File: config.mk
export PLATFORM = sky130hd
export DESIGN_NAME = cache_mem_arbiter
export DESIGN_NICKNAME = d
export VERILOG_FILES = /design/src/rtl/cache_mem_arbiter.sv
export SDC_FILE = /design/constraint.sdc
export NUM_CORES = 1
export LEC_CHECK = 0
export CORE_AREA = 2 2 273 275
export DETAILED_ROUTE_END_ITERATION = 8
export DIE_AREA = 0 0 275 277
export PLACE_DENSITY = 0.34
export SKIP_LAST_GASP = 1
export SLEW_MARGIN = 5
export SYNTH_ARGS = -nofsm -noshare
export SYNTH_HDL_FRONTEND = slang
export SYNTH_SLANG_ARGS = --single-unit
File: constraint.sdc
create_clock -name clk -period 7 [get_ports clk]
set_input_delay 1.4 -clock clk [delete_from_list [all_inputs] [get_ports clk]]
set_output_delay 1.4 -clock clk [all_outputs]
set_load 0.1 [all_outputs]
File: src/rtl/cache_mem_arbiter.sv
// cache_mem_arbiter
//   Shares one physical memory port between the instruction cache (I side)
//   and the data cache (D side). One request is latched at grant and held on
//   the memory port until pmem_resp. The response goes back to the owner, or is
//   dropped if the owner has withdrawn its request. D has priority in IDLE.
//   On the response edge the arbiter switches straight to the other side if it
//   is waiting, which bounds either side's wait to one foreign transaction.
//
// Ports
//   clk, reset            clock, asynchronous active-high reset
//   i_read/i_address      I-side read request (level) and line address
//   i_rdata/i_resp        I-side read data and completion pulse
//   d_read/d_write        D-side read / write request (level, mutually exclusive)
//   d_address/d_wdata     D-side line address and write data
//   d_rdata/d_resp        D-side read data and completion pulse
//   pmem_*                memory port (strobes held until pmem_resp)
//   owner                 00 idle, 01 I granted, 10 D granted
//   busy                  arbiter is serving a request
module cache_mem_arbiter #(
  parameter int unsigned ADDR_W = 16,
  parameter int unsigned LINE_W = 128
) (
  input  logic              clk,
  input  logic              reset,
  input  logic              i_read,
  input  logic [ADDR_W-1:0] i_address,
  output logic [LINE_W-1:0] i_rdata,
  output logic              i_resp,
  input  logic              d_read,
  input  logic              d_write,
  input  logic [ADDR_W-1:0] d_address,
  input  logic [LINE_W-1:0] d_wdata,
  output logic [LINE_W-1:0] d_rdata,
  output logic              d_resp,
  output logic              pmem_read,
  output logic              pmem_write,
  output logic [ADDR_W-1:0] pmem_address,
  output logic [LINE_W-1:0] pmem_wdata,
  input  logic [LINE_W-1:0] pmem_rdata,
  input  logic              pmem_resp,
  output logic [1:0]        owner,
  output logic              busy
);

  typedef enum logic [1:0] {StIdle, StServeI, StServeD} state_e;

  state_e              state_q, state_d;
  logic                op_write_q, op_write_d;
  logic [ADDR_W-1:0]   addr_q, addr_d;
  logic [LINE_W-1:0]   wdata_q, wdata_d;

  logic d_pending;
  assign d_pending = d_read | d_write;

  // State register and request latches
  always_ff @(posedge clk or posedge reset) begin
    if (reset) begin
      state_q    <= StIdle;
      op_write_q <= 1'b0;
      addr_q     <= '0;
      wdata_q    <= '0;
    end else begin
      state_q    <= state_d;
      op_write_q <= op_write_d;
      addr_q     <= addr_d;
      wdata_q    <= wdata_d;
    end
  end

  // Next-state and latch-load logic
  always_comb begin
    logic load_i, load_d;
    state_d    = state_q;
    op_write_d = op_write_q;
    addr_d     = addr_q;
    wdata_d    = wdata_q;
    load_i     = 1'b0;
    load_d     = 1'b0;

    unique case (state_q)
      StIdle: begin
        if (d_pending)   load_d = 1'b1;
        else if (i_read) load_i = 1'b1;
      end
      StServeI: begin
        // The served side may still hold its request this cycle, so only the
        // other side is considered on the exit edge.
        if (pmem_resp) begin
          if (d_pending) load_d = 1'b1;
          else           state_d = StIdle;
        end
      end
      StServeD: begin
        if (pmem_resp) begin
          if (i_read) load_i = 1'b1;
          else        state_d = StIdle;
        end
      end
      default: state_d = StIdle;
    endcase

    if (load_d) begin
      state_d    = StServeD;
      op_write_d = d_write;
      addr_d     = d_address;
      wdata_d    = d_wdata;
    end else if (load_i) begin
      state_d    = StServeI;
      op_write_d = 1'b0;
      addr_d     = i_address;
      wdata_d    = '0;
    end
  end

  // Outputs: memory port only from latches; responses gated by live request
  always_comb begin
    pmem_read    = 1'b0;
    pmem_write   = 1'b0;
    pmem_address = addr_q;
    pmem_wdata   = wdata_q;
    i_resp       = 1'b0;
    d_resp       = 1'b0;
    owner        = 2'b00;
    busy         = 1'b0;
    i_rdata      = pmem_rdata;
    d_rdata      = pmem_rdata;

    unique case (state_q)
      StServeI: begin
        pmem_read = 1'b1;
        i_resp    = pmem_resp & i_read;
        owner     = 2'b01;
        busy      = 1'b1;
      end
      StServeD: begin
        pmem_read  = ~op_write_q;
        pmem_write = op_write_q;
        d_resp     = pmem_resp & d_pending;
        owner      = 2'b10;
        busy       = 1'b1;
      end
      default: ;
    endcase
  end

endmodule

### Word level (Yosys, flattened, before mapping)

Index checks and enable logic that the tools add are counted.

| operators by class | value |
|---|---|
| equal/unequal tests | 7 |
| muxes and demuxes | 26 |
| bitwise gates (word level) | 4 |
| reductions and logical operators | 4 |

Operator list:

| operator | count |
|---|---|
| $mux 128 | 2 |
| $mux 16 | 2 |
| $ne 4x4->1 const B | 4 |
| $mux 2 | 6 |
| $mux 1 | 11 |
| $pmux 1 s2 | 3 |
| $pmux 2 s3 | 1 |
| $reduce_and 5->1 | 1 |
| $pmux 2 s2 | 1 |
| $ne 3x3->1 const B | 1 |
| $and 1x1->1 | 2 |
| $eq 2x1->1 const B | 1 |
| $eq 2x2->1 const B | 1 |
| $logic_not 2->1 | 1 |
| $reduce_bool 2->1 | 1 |
| $reduce_or 2->1 | 1 |
| $not 1->1 | 1 |
| $or 1x1->1 | 1 |

| word-level totals | value |
|---|---|
| register bits after elaboration | 147 |
| logic and storage cells | 45 |

### Depth between registers and ports, before layout

| depth | value |
|---|---|
| depth after elaboration | 6 |
| mapped depth | 8 |
| gate-level depth less buffers | 6 |

### Worst setup path after synthesis

Ideal clock, no wire load.

| timing | value |
|---|---|
| path type | input -> output |
| start point | input pmem_resp |
| end point | output i_resp |
| data arrival time | 2733 ps |
| data required time | 5600 ps |
| setup slack | 2867 ps |
| stages | 2 |
| cells stage by stage | nand2_1 nor2_1 |

| between the ends | value |
|---|---|
| word-level cells in the longest chain between the ends | 2 |

RTL lines:

| item | RTL line | source |
|---|---|---|
| from (decl) | 40 | `input logic pmem_resp,` |
| $and 1x1->1 | 131 | `i_resp = pmem_resp & i_read;` |
| $mux 1 | 128 | `unique case (state_q)` |
| to (decl) | 28 | `output logic i_resp,` |

No other way between the ends.

### Worst setup path after layout

Ends and elaborated chain as after synthesis.

==> summary.txt <==
Logic synthesis
  – Cell type with the highest aggregate area in the netlist: sky130_fd_sc_hd__dfrtp_1
  – Share of synthesized area occupied by flip-flops and latches: 0.457
  – Cells after synthesis: 938
  – Flip-flop and latch count after synthesis: 147
  – Average size of a mapped cell: around 8.6 um^2
  – Syn Nets: ~1.2k
  – Area share of the leading cell type in the synthesized netlist: 0.457
  – Largest cells by area after synthesis: sky130_fd_sc_hd__dfrtp_1 (46%), sky130_fd_sc_hd__buf_4 (26%), sky130_fd_sc_hd__nand2_1 (13%), sky130_fd_sc_hd__nand3_1 (8.0%), sky130_fd_sc_hd__a21oi_1 (2.1%)
  – Cell area after synthesis: slightly above 8000 um^2
  – Total number of yosys warnings: 0
  – Count of unique library cells instantiated by Yosys: 26

STA
  – Ratio of final minimum period to clock period: 0.710
  – Final critical-path required period: 4970 ps
  – Final setup viols: 0
  – Summed negative setup slack over all endpoints: 0 ps
  – Worst-case headroom to the max-slew limit: 0.283
  – Max Clk Rate: roughly 200 MHz
  – Worst-Margin Slew: 1070 ps
  – Count of final max-slew check failures: 0
  – Unrepaired setup endpoints after global routing: no
  – Number of failing hold endpoints at the final stage: 0
  – Least setup slack across all paths after layout: ~2000 ps
  – Clock skew: 17.6 ps

Outcome
  – Result of the run: finished, final reports clean

Drt
  – Drt wl/cell: 14.7 um
  – Via density per instance: between 3 and 4
  – Number of optimization iterations in the first detailed-route pass: 5
  – Antenna Violating Nets Remaining: 0
  – Post-detailed-route DRC marker count: 0
  – Via total after detailed routing: slightly above 6k
  – DRC marker count from the first detailed-route iteration: approximately 250
  – Final wirelength: between 20,000 and 30,000 um

GRT
  – Antenna violations before repair: 1
  – Global-route wire length before repair: 41,500 um
  – Grt total ovfl: 0
  – Vias in the first global route: around 6.3k
  – Overall global routing resource usage: 0.0748
  – Largest net degree at the start of global routing: 147

Place
  – Placer's final routability congestion estimate: approximately 0.73
  – Number of buffers added on ports: 316
  – Post-Place Setup Slack: between 1500 and 2000 ps
  – Half-perimeter wire length after detailed placement: approximately 20,000 um
  – Area after detailed placement: slightly above 10,000 um^2

Critical path
  – Largest stage delay on the critical path: 1180 ps
  – Critical path class: input pin to output pin
  – Critical-path cell with the highest stage delay: sky130_fd_sc_hd__clkdlybuf4s50_1
  – Arrival time at the worst endpoint: approximately 3600 ps
  – Element type at the critical path end: output pin
  – Crit-path leading delay family: buffers and inverters
  – Element type at the critical path start: input pin
  – Most used cell, CP: sky130_fd_sc_hd__clkdlybuf4s50_1
  – Highest net fanout along the worst path: 6
  – CP bufs+invs: 2
  – Critical path cell sequence: clkdlybuf4s50_1, nand2_1, nor2_1, clkdlybuf4s50_1
  – Critical path required time: 5600 ps

Clock tree
  – Setup fix buffers added after clock tree synthesis: 0
  – TritonCTS Sinks: approximately 150
  – Clock Path Buffers: 2
  – Cts-stage hold buffer count: 0
  – H-tree lvl count: 4
  – Buffer type at the clock tree root: sky130_fd_sc_hd__clkbuf_16
  – Number of gates given a new drive strength after cts: 0
  – Number of buffers created by CTS: 17
  – Clock-pin slew reported for the worst setup and hold paths after clock tree synthesis: roughly 70 ps
  – Worst-Skew Late Latency: 480 ps
  – CTS tree: done

Layout
  – Proportion of layout cells with a drive suffix above 1: 0.0456
  – Register Area: ~3700 um^2
  – Nets@finish: 1,274
  – Final standard cell area without fillers: between 10,000 and 15,000 um^2
  – Fillcell total: about 8.3k
  – Multi-input gate area in the final layout: ~2100 um^2
  – Area added between synthesis and finish: 35.1%

Floorplan
  – Total die area: 76,200 um^2
  – Std-Cell Core Area: 73,600 um^2
  – Horiz. Die Dim: about 280 um
  – Effective utilization at floorplan: 0.109
  – Vertical die dimension: approximately 280 um
  – Ports placed on the boundary: around 700
  – Number of placement rows: 100

Worst hold path
  – Worst hold path type: register to register

Run
  – Maximum Capacitance Violations: 0
-- layout make-up --
class / count / area share
Clock inverter: 13 / 0.0116
Inverter: 5 / 0.00219
Multi-Input combinational cell: 480 / 0.197
Timing Repair Buffer: 323 / 0.298
Antenna cell: 1 / 0.000230
Tap cell: 969 / 0.112
Sequential cell: 147 / 0.338
Clock buffer: 19 / 0.0407
-- placed cells by master (no fill, tap or decap), types with 2 or more instances in the layout --
master                            instances
sky130_fd_sc_hd__clkdlybuf4s50_1        315
sky130_fd_sc_hd__buf_4                    6
sky130_fd_sc_hd__o21ai_0                  2
sky130_fd_sc_hd__a21oi_1                 34
sky130_fd_sc_hd__dfrtp_1                147
sky130_fd_sc_hd__clkbuf_16               17
sky130_fd_sc_hd__inv_1                    4
sky130_fd_sc_hd__ha_1                     6
sky130_fd_sc_hd__clkinv_2                 2
sky130_fd_sc_hd__nand3_1                129
sky130_fd_sc_hd__clkinv_4                 6
sky130_fd_sc_hd__buf_12                   2
sky130_fd_sc_hd__inv_6                    4
sky130_fd_sc_hd__nor2_1                  18
sky130_fd_sc_hd__nand2_1                276
-- final timing paths --
path,start,to,slack (ps),cells past startpoint
worst min register to register,pmem_wdata[31]$_DFFE_PP0P_,pmem_wdata[31]$_DFFE_PP0P_,490,2
min in group asynchronous,reset,pmem_wdata[0]$_DFFE_PP0P_,1380,2
max in group asynchronous,reset,pmem_wdata[124]$_DFFE_PP0P_,4590,3
worst min-delay path,pmem_wdata[31]$_DFFE_PP0P_,pmem_wdata[31]$_DFFE_PP0P_,490,2
worst max-delay path,pmem_resp,i_resp,2030,4
worst max register to register,state_q[1]$_DFFE_PP0P_,pmem_wdata[85]$_DFFE_PP0P_,3990,7
-- per-layer routing --
layer | global-route usage | vias up | part of all wire
met3 | 0.0405 | 109 | 0.11
li1 | - | 2785 | -
met2 | 0.107 | 345 | 0.43
met5 | 0 | - | 0
met4 | 0.0638 | 0 | 0.074
met1 | 0.0798 | 2837 | 0.38
-- through the flow --
stage,hold WS (ps),util,std cells
after floorplan,481,-,938
after global placement,480,0.140,1924
after detailed placement,483,0.140,1924
after CTS,501,0.148,1956
after global routing,518,0.148,1956
final,494,0.148,1957
-- logic make-up after synthesis --
family,share of synthesized area
buffers and inverters,0.279
adder cells (fa/ha/maj),0.00933
flip-flops,0.457
AO/OA/AOI/OAI,0.0322
AND/OR/NAND/NOR,0.222
-- cells in the mapped netlist --
master and number:
sky130_fd_sc_hd__buf_4 276, sky130_fd_sc_hd__nand2_1 276, sky130_fd_sc_hd__dfrtp_1 147, sky130_fd_sc_hd__nand3_1 129, sky130_fd_sc_hd__a21oi_1 34, sky130_fd_sc_hd__buf_2 28
sky130_fd_sc_hd__nor2_1 18, sky130_fd_sc_hd__ha_1 6, sky130_fd_sc_hd__inv_1 5, sky130_fd_sc_hd__a21o_1 2, sky130_fd_sc_hd__o21ai_0 2, sky130_fd_sc_hd__a21oi_2 1
sky130_fd_sc_hd__a31o_1 1, sky130_fd_sc_hd__a31oi_1 1, sky130_fd_sc_hd__a31oi_2 1, sky130_fd_sc_hd__and2_1 1, sky130_fd_sc_hd__and3_4 1, sky130_fd_sc_hd__buf_1 1
sky130_fd_sc_hd__buf_6 1, sky130_fd_sc_hd__nor2_2 1, sky130_fd_sc_hd__nor2b_1 1, sky130_fd_sc_hd__o21a_1 1, sky130_fd_sc_hd__o21ai_1 1, sky130_fd_sc_hd__o22a_1 1
sky130_fd_sc_hd__o22ai_1 1, sky130_fd_sc_hd__or3b_1 1
-- worst min-delay path: stages, from the launching register on --
cell	delay, ps
sky130_fd_sc_hd__dfrtp_1	340
sky130_fd_sc_hd__nand3_1	60
sky130_fd_sc_hd__nand2_1	60
-- flip-flops by register name (all words and copies together), names as in the netlist --
signal and cells:
state_q 2, op_write_q 1, pmem_wdata 128, pmem_address 16
Power is not shown: default switching activity piles up to over one toggle a cycle in this logic, so the estimate is an artifact.
